===== src/rtl/mem_arb_pkg.sv =====
// Shared types and default sizing for the unified-memory port arbiter.
package mem_arb_pkg;

    typedef enum logic [1:0] {
        StIdle,
        StBusyI,
        StBusyD
    } state_e;

    typedef enum logic {
        OwnI,
        OwnD
    } owner_e;

    localparam int unsigned DefAw      = 16;
    localparam int unsigned DefDw      = 16;
    localparam int unsigned DefTimeout = 16;
    localparam int unsigned DefDStreak = 4;

endpackage


===== src/rtl/mem_port_arbiter.sv =====
// Arbitrates instruction fetch and data access onto one single-port memory, one transaction at
// a time, with data priority, a fetch-fairness streak limit and an ack-wait timeout.
module mem_port_arbiter
    import mem_arb_pkg::*;
#(
    parameter int unsigned AW       = DefAw,
    parameter int unsigned DW       = DefDw,
    parameter int unsigned TIMEOUT  = DefTimeout,
    parameter int unsigned D_STREAK = DefDStreak
) (
    input  logic          clk_i,
    input  logic          rst_ni,
    input  logic          if_req_i,
    input  logic [AW-1:0] if_addr_i,
    output logic          if_ready_o,
    output logic [DW-1:0] if_rdata_o,
    output logic          if_err_o,
    input  logic          d_req_i,
    input  logic          d_we_i,
    input  logic [AW-1:0] d_addr_i,
    input  logic [DW-1:0] d_wdata_i,
    output logic          d_ready_o,
    output logic [DW-1:0] d_rdata_o,
    output logic          d_err_o,
    output logic          mem_req_o,
    output logic          mem_we_o,
    output logic [AW-1:0] mem_addr_o,
    output logic [DW-1:0] mem_wdata_o,
    input  logic          mem_ack_i,
    input  logic [DW-1:0] mem_rdata_i,
    output logic          busy_o
);

    localparam int unsigned WaitW   = $clog2(TIMEOUT);
    localparam int unsigned StreakW = $clog2(D_STREAK + 1);
    localparam logic [WaitW-1:0]   WaitMax   = WaitW'(TIMEOUT - 1);
    localparam logic [StreakW-1:0] StreakMax = StreakW'(D_STREAK);

    state_e              state_q, state_d;
    logic [StreakW-1:0]  streak_q, streak_d;
    logic [WaitW-1:0]    wait_q, wait_d;
    logic                mem_req_q, mem_req_d;
    logic                mem_we_q, mem_we_d;
    logic [AW-1:0]       mem_addr_q, mem_addr_d;
    logic [DW-1:0]       mem_wdata_q, mem_wdata_d;
    logic                if_ready_q, if_ready_d;
    logic [DW-1:0]       if_rdata_q, if_rdata_d;
    logic                if_err_q, if_err_d;
    logic                d_ready_q, d_ready_d;
    logic [DW-1:0]       d_rdata_q, d_rdata_d;
    logic                d_err_q, d_err_d;

    logic                if_eff, d_eff;
    owner_e              grant_own;
    logic                done;
    logic [DW-1:0]       resp_data;
    logic                resp_err;

    // A requester's own ready cycle masks its req so a held req is taken as a fresh request.
    assign if_eff    = if_req_i & ~if_ready_q;
    assign d_eff     = d_req_i & ~d_ready_q;
    assign grant_own = (if_eff && (!d_eff || streak_q == StreakMax)) ? OwnI : OwnD;

    assign done      = mem_ack_i || (wait_q == WaitMax);
    assign resp_err  = ~mem_ack_i;
    assign resp_data = (mem_ack_i && !mem_we_q) ? mem_rdata_i : '0;

    always_comb begin
        state_d     = state_q;
        streak_d    = streak_q;
        wait_d      = wait_q;
        mem_req_d   = mem_req_q;
        mem_we_d    = mem_we_q;
        mem_addr_d  = mem_addr_q;
        mem_wdata_d = mem_wdata_q;
        if_ready_d  = 1'b0;
        if_rdata_d  = if_rdata_q;
        if_err_d    = 1'b0;
        d_ready_d   = 1'b0;
        d_rdata_d   = d_rdata_q;
        d_err_d     = 1'b0;

        unique case (state_q)
            StIdle: begin
                if (if_eff || d_eff) begin
                    mem_req_d = 1'b1;
                    wait_d    = '0;
                    if (grant_own == OwnI) begin
                        state_d     = StBusyI;
                        mem_we_d    = 1'b0;
                        mem_addr_d  = if_addr_i;
                        mem_wdata_d = '0;
                        streak_d    = '0;
                    end else begin
                        state_d     = StBusyD;
                        mem_we_d    = d_we_i;
                        mem_addr_d  = d_addr_i;
                        mem_wdata_d = d_wdata_i;
                        if (!if_eff) begin
                            streak_d = '0;
                        end else if (streak_q != StreakMax) begin
                            streak_d = streak_q + 1'b1;
                        end
                    end
                end
            end
            StBusyI, StBusyD: begin
                if (done) begin
                    mem_req_d = 1'b0;
                    state_d   = StIdle;
                    if (state_q == StBusyI) begin
                        if_ready_d = 1'b1;
                        if_rdata_d = resp_data;
                        if_err_d   = resp_err;
                    end else begin
                        d_ready_d = 1'b1;
                        d_rdata_d = resp_data;
                        d_err_d   = resp_err;
                    end
                end else begin
                    wait_d = wait_q + 1'b1;
                end
            end
            default: state_d = StIdle;
        endcase
    end

    always_ff @(posedge clk_i or negedge rst_ni) begin
        if (!rst_ni) begin
            state_q     <= StIdle;
            streak_q    <= '0;
            wait_q      <= '0;
            mem_req_q   <= 1'b0;
            mem_we_q    <= 1'b0;
            mem_addr_q  <= '0;
            mem_wdata_q <= '0;
            if_ready_q  <= 1'b0;
            if_rdata_q  <= '0;
            if_err_q    <= 1'b0;
            d_ready_q   <= 1'b0;
            d_rdata_q   <= '0;
            d_err_q     <= 1'b0;
        end else begin
            state_q     <= state_d;
            streak_q    <= streak_d;
            wait_q      <= wait_d;
            mem_req_q   <= mem_req_d;
            mem_we_q    <= mem_we_d;
            mem_addr_q  <= mem_addr_d;
            mem_wdata_q <= mem_wdata_d;
            if_ready_q  <= if_ready_d;
            if_rdata_q  <= if_rdata_d;
            if_err_q    <= if_err_d;
            d_ready_q   <= d_ready_d;
            d_rdata_q   <= d_rdata_d;
            d_err_q     <= d_err_d;
        end
    end

    assign if_ready_o  = if_ready_q;
    assign if_rdata_o  = if_rdata_q;
    assign if_err_o    = if_err_q;
    assign d_ready_o   = d_ready_q;
    assign d_rdata_o   = d_rdata_q;
    assign d_err_o     = d_err_q;
    assign mem_req_o   = mem_req_q;
    assign mem_we_o    = mem_we_q;
    assign mem_addr_o  = mem_addr_q;
    assign mem_wdata_o = mem_wdata_q;
    assign busy_o      = (state_q != StIdle);

endmodule


===== config.mk =====
export PLATFORM = sky130hd
export DESIGN_NAME = mem_port_arbiter
export DESIGN_NICKNAME = d
export VERILOG_FILES = /design/src/rtl/mem_arb_pkg.sv /design/src/rtl/mem_port_arbiter.sv
export SDC_FILE = /design/constraint.sdc
export NUM_CORES = 1
export LEC_CHECK = 0
export ABC_AREA = 1
export CELL_PAD_IN_SITES_DETAIL_PLACEMENT = 1
export CELL_PAD_IN_SITES_GLOBAL_PLACEMENT = 1
export CORE_UTILIZATION = 31
export DETAILED_ROUTE_END_ITERATION = 8
export HOLD_SLACK_MARGIN = 0.02
export PLACE_DENSITY_LB_ADDON = 0.1
export SKIP_CTS_REPAIR_TIMING = 1
export SYNTH_ARGS = -nofsm -noshare
export SYNTH_HDL_FRONTEND = slang
export SYNTH_SLANG_ARGS = --single-unit

===== constraint.sdc =====
create_clock -name clk_i -period 2.14 [get_ports clk_i]
set_clock_uncertainty 0.2 [all_clocks]
set_input_delay 0.321 -clock clk_i [delete_from_list [all_inputs] [get_ports clk_i]]
set_output_delay 0.321 -clock clk_i [all_outputs]
set_load 0.02 [all_outputs]

# Yosys cells after proc, flatten, opt, wreduce, memory -nomap -nowiden

Index checks and enable logic that the tools add are counted.
W data, S select, Z words.

Flip-flop bits (word level): 79
Input port bits: 70
Output and inout port bits: 71

Add/sub/neg operators: 2
Eq/ne operators: 9
Muxes and demuxes: 29
Bitwise logic cells: 6
Reduce and logical (&&, ||, !) cells: 18

Operators by type and width:

| kind                  | number |
|---|---|
| $mux W16              | 3 |
| $mux W1               | 15 |
| $reduce_and A3 Y1     | 5 |
| $mux W3               | 3 |
| $mux W4               | 2 |
| $pmux W4 S2           | 1 |
| $mux W2               | 3 |
| $ne A2 B2 Y1 const B  | 3 |
| $add A4 B1 Y4 const B | 1 |
| $eq A4 B4 Y1 const B  | 1 |
| $not A1 Y1            | 4 |
| $pmux W2 S2           | 1 |
| $reduce_and A2 Y1     | 2 |
| $reduce_bool A2 Y1    | 2 |
| $add A3 B1 Y3 const B | 1 |
| $eq A3 B3 Y1 const B  | 1 |
| $logic_or A1 B1 Y1    | 3 |
| $ne A3 B1 Y1 const B  | 1 |
| $ne A3 B3 Y1 const B  | 1 |
| $and A1 B1 Y1         | 2 |
| $eq A2 B1 Y1 const B  | 1 |
| $eq A2 B2 Y1 const B  | 1 |
| $logic_and A1 B1 Y1   | 2 |
| $logic_not A1 Y1      | 2 |
| other kinds (3)       | 3 |

# Longest topological paths before layout

Gate-level depths: netlist (run 1).

Depth after elaboration: 8
Gate-level depth with buffers: 9

# Least setup slack after synthesis (run 1)

No wires, ideal clock.

Kind: reg2reg
Start: reg state_q[0]
End: reg if_rdata_q[0], in the netlist if_rdata_o[0]
Setup time: 0.123 ns
Arrival: 1.288 ns
Data required time: 1.817 ns
Setup slack: 0.529 ns
Stages on the path, launching flop included: 7
Buffers on the path: 1
Cell sequence: dfrtp_1 > inv_1 > ha_1 > nand2_4 > clkbuf_2 > o21ai_0 > nand2_1

Longest elaborated chain between the ends: 3

Ends and longest elaborated chain:

| item                                         | line                                            | RTL |
|---|---|---|
| start, declared                              | mem_port_arbiter.sv:39                          | `state_e state_q, state_d;` |
| start signal, assigned                       | mem_port_arbiter.sv:130                         | `state_q <= StIdle;` |
| start signal, assigned                       | mem_port_arbiter.sv:144                         | `state_q <= state_d;` |
| $eq A2 B1 Y1 or $eq A2 B2 Y1 (tied branches) | mem_port_arbiter.sv:83, mem_port_arbiter.sv:111 |  |
| $reduce_or A2 Y1                             | mem_port_arbiter.sv:83                          | `unique case (state_q)` |
| $reduce_and A3 Y1 (no source line) (*)       | --                                              |  |
| end signal, assigned                         | mem_port_arbiter.sv:152                         | `if_rdata_q <= if_rdata_d;` |
| end, declared                                | mem_port_arbiter.sv:47                          | `logic [DW-1:0] if_rdata_q, if_rdata_d;` |

Every way passes the cells marked *; elsewhere a longest branch is shown, timed or not.
A chain may end at the register's enable or synchronous reset.

# Worst setup path in the final report (run 1)

Start: reg state_q[0]
End: reg d_rdata_q[9], in the netlist d_rdata_o[9]

Longest elaborated chain between the ends: 3

Ends and longest elaborated chain:

| item                                           | line                                            | RTL |
|---|---|---|
| $eq A2 B1 Y1 or $eq A2 B2 Y1 (tied branches)   | mem_port_arbiter.sv:83, mem_port_arbiter.sv:111 |  |
| $reduce_or A2 Y1 or $not A1 Y1 (tied branches) | --                                              |  |
| $reduce_and A3 Y1 (no source line) (*)         | --                                              |  |
| end signal, assigned                           | mem_port_arbiter.sv:155                         | `d_rdata_q <= d_rdata_d;` |
| end, declared                                  | mem_port_arbiter.sv:50                          | `logic [DW-1:0] d_rdata_q, d_rdata_d;` |

Marks and branches as above.

==> out/qor.csv, run 1 <==
metric,value,unit
H-tree depth,3,
placed instance area,5180,um2
gp weighted congestion,0.760,
IO Port Bufs,140,
unrepaired setup endpoints after global routing,false,
antenna diode count,0,
Post-Place Setup Slack,0.0855,ns
total overflow reported by the global router,0,
total number of clock tree sinks,79,
Die W,110,um
via total after detailed routing,3505,
Detailed Route Iter0 Violations,163,
die area,12200,um2
synthesis-to-layout area growth,50.7,%
number of library cell types mapped by synthesis,24,
"most common cell after layout, fill and taps aside",sky130_fd_sc_hd__nand2_1,
Global Route Usage Sum,19.9,%
number of vias per cell,4.87,
critical path type,reg -> reg,
fin crit share,89.6,%
setup TNS,0,ns
clock buffer depth,2,
Power Density,1390,nW/um2
final design instance area without fill,5480,um2
share of layout cells above drive strength 1,6.94,%
clock tree from TritonCTS,done,
half-perimeter wire length after placement,8.07,mm
Static Leakage,2.70,nW
clock-pin slew on the worst setup and hold paths,0.06,ns
Final ANT Viol Nets,0,
headroom to the max-slew limit,49.3,%
starting density of the core,31.8,%
standard-cell rows,39,
transition time of the tightest slew-check pin,0.760,ns
Die H,110,um
path class of the lowest-slack min-delay path,reg -> reg,
netlist area before placement,3640,um2
count of non-filler cells in the finished layout,719,
"Seq/Total Area, Yosys",54.4,%
vias in the first global route,3574,
WL final,11.7,mm
Layout Nets,647,
CORE AREA,11400,um2
result of the run,finished clean,
data required time at the worst endpoint,2.16,ns
drt drc,0,
maximum operating frequency,0.521,GHz
number of instances in the synthesized netlist,429,
first-pass GRT wire length,18.4,mm
root buffer selected by CTS,sky130_fd_sc_hd__clkbuf_16,
max-capacitance violation count,0,
wire length per cell,16.2,um
IO Pins,141,
most frequent cells in the layout,"145 x sky130_fd_sc_hd__nand2_1, 138 x sky130_fd_sc_hd__clkdlybuf4s50_1, 79 x sky130_fd_sc_hd__dfrtp_1, 57 x sky130_fd_sc_hd__nand3_1, 36 x sky130_fd_sc_hd__o21ai_0",
synthesized net count,505,
type of element capturing the critical path,flip-flop,
number of register bits inferred by synthesis,79,
final number of max-transition violations,0,
count of yosys warnings during synthesis,0,
Power Total,7.61,mW
Final Critical Period,1.92,ns
category of the worst setup path launch point,flip-flop,
antenna violations before repair,0,
length of the first detailed-routing pass in iterations,4,
worst-case setup margin in the final layout,0.222,ns
count of filler cells inserted in the layout,1381,
hold slack,0.279,ns
CP Data Arrival Time,1.94,ns
Num CTS Buffers,9,
worst vdd ir,0.503,mV
mean instance size in the synthesized netlist,8.48,um2
Final Core Density,48.0,%
number of hold violations in the final report,0,
worst skew pair latency,0.33,ns
largest net degree at the start of global routing,39,
placed insts,702,
Critical Path Fanout Max,21,
setup violation total in the final timing report,0,
final timing paths:
| path | start | endpoint | slack [ns] | depth (start not counted) |
|---|---|---|---|---|
| worst min register to register | mem_wdata_o[14] | mem_wdata_o[14] | 0.28 | 2 |
| min in group asynchronous | rst_ni | mem_wdata_o[12] | 0.29 | 2 |
| worst max-delay path | state_q[0] | d_rdata_o[9] | 0.22 | 6 |
| max in group asynchronous | rst_ni | if_rdata_o[5] | 0.76 | 3 |
| worst max register to register | state_q[0] | d_rdata_o[9] | 0.22 | 6 |
| worst min-delay path | mem_wdata_o[14] | mem_wdata_o[14] | 0.28 | 2 |
layout make-up:
cell class / count / area, um2 / area share, %
Clock buffer: 12 / 256 / 4.68
Tap cell: 143 / 179 / 3.27
Inverter: 30 / 113 / 2.06
Multi-Input combinational cell: 297 / 1400 / 25.6
Sequential cell: 79 / 1980 / 36.1
Clock inverter: 4 / 28.8 / 0.525
Timing Repair Buffer: 154 / 1520 / 27.8
routing by layer:
layer | up-vias | GRT usage, % | part of all wire, %
li1 | 1670 | - | -
met5 | - | 0 | 0
met3 | 14 | 4.29 | 6.0
met4 | 0 | 6.48 | 1.3
met1 | 1716 | 26.8 | 46
met2 | 105 | 31.8 | 46
logic make-up (layout without fill, tap and decap cells):
kind of cell               Yosys count  count (layout)  synth area share [%]
and+or+nand+nor                    251             251                  30.9
DFF                                 79              79                  54.4
buffers and inverters               53             200                  7.05
AOI/OAI and AO/OA                   39              39                  5.37
adders and majority gates            6               6                  2.06
xor gates and xnor gates             1               1                 0.241
power breakdown:
part / switching (mW) / internal [mW]
logic: 2.20 / 1.54
clock network: 0.615 / 0.852
registers: 0.334 / 2.07
total: 3.15 / 4.46
synth_stat cells:
cell type                  count  share of area (%)
sky130_fd_sc_hd__nand3_1      57                7.8
sky130_fd_sc_hd__inv_1        28                2.9
sky130_fd_sc_hd__nor2_8        2                1.1
sky130_fd_sc_hd__nand2_4       1               0.31
sky130_fd_sc_hd__nand3_2       2               0.55
sky130_fd_sc_hd__nand2_2       4               0.69
sky130_fd_sc_hd__buf_6         5                1.5
sky130_fd_sc_hd__nand2_1     145                 15
sky130_fd_sc_hd__a21oi_1       2               0.28
sky130_fd_sc_hd__inv_2         2               0.21
sky130_fd_sc_hd__nand4_1      16                2.8
sky130_fd_sc_hd__clkbuf_2      2               0.28
sky130_fd_sc_hd__xor2_1        1               0.24
sky130_fd_sc_hd__o21ai_1       1               0.14
sky130_fd_sc_hd__nor2_1       20                2.1
sky130_fd_sc_hd__nand3b_1      1               0.21
sky130_fd_sc_hd__dfrtp_1      79                 54
sky130_fd_sc_hd__clkbuf_1      5               0.52
sky130_fd_sc_hd__o21ai_0      36                5.0
sky130_fd_sc_hd__ha_1          6                2.1
sky130_fd_sc_hd__nor3_1        3               0.41
sky130_fd_sc_hd__buf_1         1               0.10
sky130_fd_sc_hd__buf_4         2               0.41
sky130_fd_sc_hd__buf_2         8                1.1
flip-flops by register name, indices dropped and copies added (netlist names), 2 cells and up:
name         cells
d_rdata_o       16
if_rdata_o      16
mem_addr_o      16
mem_wdata_o     16
state_q          2
streak_q         3
wait_q           4
worst max-delay path: stages, from the launching register on:
cell                      delay, ns
sky130_fd_sc_hd__dfrtp_1       0.39
sky130_fd_sc_hd__inv_1         0.06
sky130_fd_sc_hd__ha_1          0.42
sky130_fd_sc_hd__nand2_4       0.22
sky130_fd_sc_hd__buf_4         0.25
sky130_fd_sc_hd__o21ai_0       0.18
sky130_fd_sc_hd__nand2_1       0.07
(Power assumes the default switching activity.)
==> inputs of run 2 (changes only) <==
--- a/config.mk
+++ b/config.mk
@@ -12,7 +12,6 @@
 export DETAILED_ROUTE_END_ITERATION = 8
 export HOLD_SLACK_MARGIN = 0.02
 export PLACE_DENSITY_LB_ADDON = 0.1
-export SKIP_CTS_REPAIR_TIMING = 1
 export SYNTH_ARGS = -nofsm -noshare
 export SYNTH_HDL_FRONTEND = slang
 export SYNTH_SLANG_ARGS = --single-unit
==> out/qor.csv, run 2 (same netlist as run 1, synthesis figures left out) <==
metric,value,unit
unrepaired setup endpoints after global routing,false,
result of the run,finished clean,
Detailed Route Iter0 Violations,155,
standard-cell rows,39,
Final Critical Period,1.97,ns
Final ANT Viol Nets,0,
Power Density,1390,nW/um2
Global Route Usage Sum,19.9,%
synthesis-to-layout area growth,50.6,%
setup violation total in the final timing report,0,
total overflow reported by the global router,0,
gp weighted congestion,0.760,
H-tree depth,3,
Register-to-Register Setup Slack,0.22,ns
final number of max-transition violations,0,
end of the worst register-to-register path,d_rdata_o[9],
via total after detailed routing,3503,
drt drc,0,
Critical Path Fanout Max,4,
half-perimeter wire length after placement,8.07,mm
worst hold path stage count,2,
flip-flop and latch area,1980,um2
Layout Nets,647,
antenna violations before repair,0,
clock tree from TritonCTS,done,
Critical path origin,state_q[0],
wire length per cell,16.2,um
Static Leakage,2.69,nW
number of hold violations in the final report,0,
data required time at the worst endpoint,1.62,ns
die area,12200,um2
length of the first detailed-routing pass in iterations,4,
setup TNS,0,ns
WL final,11.7,mm
worst skew pair latency,0.34,ns
IO Pins,141,
largest net degree at the start of global routing,39,
maximum operating frequency,0.508,GHz
max-capacitance violation count,0,
"most common cell after layout, fill and taps aside",sky130_fd_sc_hd__nand2_1,
Hold Path Origin,mem_wdata_o[14],
transition time of the tightest slew-check pin,0.765,ns
share of layout cells above drive strength 1,6.94,%
root buffer selected by CTS,sky130_fd_sc_hd__clkbuf_16,
clock buffer depth,2,
category of the worst setup path launch point,flip-flop,
Power Total,7.61,mW
path class of the lowest-slack min-delay path,reg -> reg,
Die H,110,um
antenna diode count,0,
most frequent cells in the layout,"145 x sky130_fd_sc_hd__nand2_1, 138 x sky130_fd_sc_hd__clkdlybuf4s50_1, 79 x sky130_fd_sc_hd__dfrtp_1, 57 x sky130_fd_sc_hd__nand3_1, 36 x sky130_fd_sc_hd__o21ai_0",
headroom to the max-slew limit,49.0,%
vias in the first global route,3574,
number of vias per cell,4.87,
critical path type,reg -> out,
area of the multi-input gates,1400,um2
fin crit share,91.9,%
first-pass GRT wire length,18.4,mm
start of the worst register-to-register path,state_q[0],
starting density of the core,31.8,%
count of filler cells inserted in the layout,1383,
CP Data Arrival Time,1.45,ns
Die W,110,um
number of cell instances on the worst register-to-register path,6,
CORE AREA,11400,um2
type of element capturing the critical path,primary output,
total number of clock tree sinks,79,
IO Port Bufs,140,
Num CTS Buffers,9,
"Endpoint, Worst Hold",mem_wdata_o[14],
clock-pin slew on the worst setup and hold paths,0.06,ns
worst vdd ir,0.503,mV
## run 2: cell count changes in the layout (fill, tap and decap cells not counted)
cell / change
sky130_fd_sc_hd__dlygate4sd2_1: +1
sky130_fd_sc_hd__dlymetal6s2s_1: -1
## run 2: final cells by class
| class | instances | share of cell area [%] |
|---|---|---|
| Sequential cell | 79 | 36.1 |
| Timing Repair Buffer | 154 | 27.7 |
| Multi-Input combinational cell | 297 | 25.6 |
| Clock buffer | 12 | 4.69 |
| Tap cell | 143 | 3.27 |
| Inverter | 30 | 2.06 |
| Clock inverter | 4 | 0.526 |
## run 2: repair_timing
item | in CTS | in global routing
hold endpoints to repair | 35 | 0
hold buffers | 1 | 0
setup buffers | 0 | 0
resized for setup | 1 | 0
endpoints found under the setup margin | 1 | 0
## run 2: report_power, final
group	switching (mW)	internal, mW	leakage [nW]
sequential	0.334	2.07	1.03
combinational	2.20	1.54	1.53
clock	0.617	0.852	0.135
total	3.15	4.45	2.69
## run 2: worst max path at each step
stage	endpoint	slack, ns	cells past startpoint
3_5_place_dp	d_rdata_o[9]	0.09	7
2_1_floorplan	if_rdata_o[0]	0.53	6
5_1_grt	d_rdata_o[9]	0.06	6
3_3_place_gp	if_rdata_o[10]	0.15	7
4_1_cts	busy_o	0.14	4
6_report	busy_o	0.17	4
## run 2: metal layers
layer | GRT usage, % | share of wire (%) | vias up
met5 | 0 | 0 | -
met4 | 6.48 | 1.2 | 0
met3 | 4.29 | 6.1 | 11
met2 | 31.8 | 46 | 108
met1 | 26.8 | 46 | 1714
li1 | - | - | 1670
## run 2: metrics by stage
stage	area, um2	setup WS [ns]	std cells	util, %	hold slack, ns
after floorplan	3640	0.529	429	-	-0.175
after global placement	5180	0.149	702	45.4	0.131
after detailed placement	5180	0.0855	702	45.4	0.132
after CTS	5470	0.139	719	47.9	0.281
after global routing	5470	0.0615	719	47.9	0.296
final	5470	0.173	719	47.9	0.279
## run 2: worst max-delay path: stages (launching register included)
cell                            delay [ns]
sky130_fd_sc_hd__dfrtp_1              0.39
sky130_fd_sc_hd__inv_1                0.06
sky130_fd_sc_hd__ha_1                 0.21
sky130_fd_sc_hd__inv_1                0.11
sky130_fd_sc_hd__dlygate4sd2_1        0.34
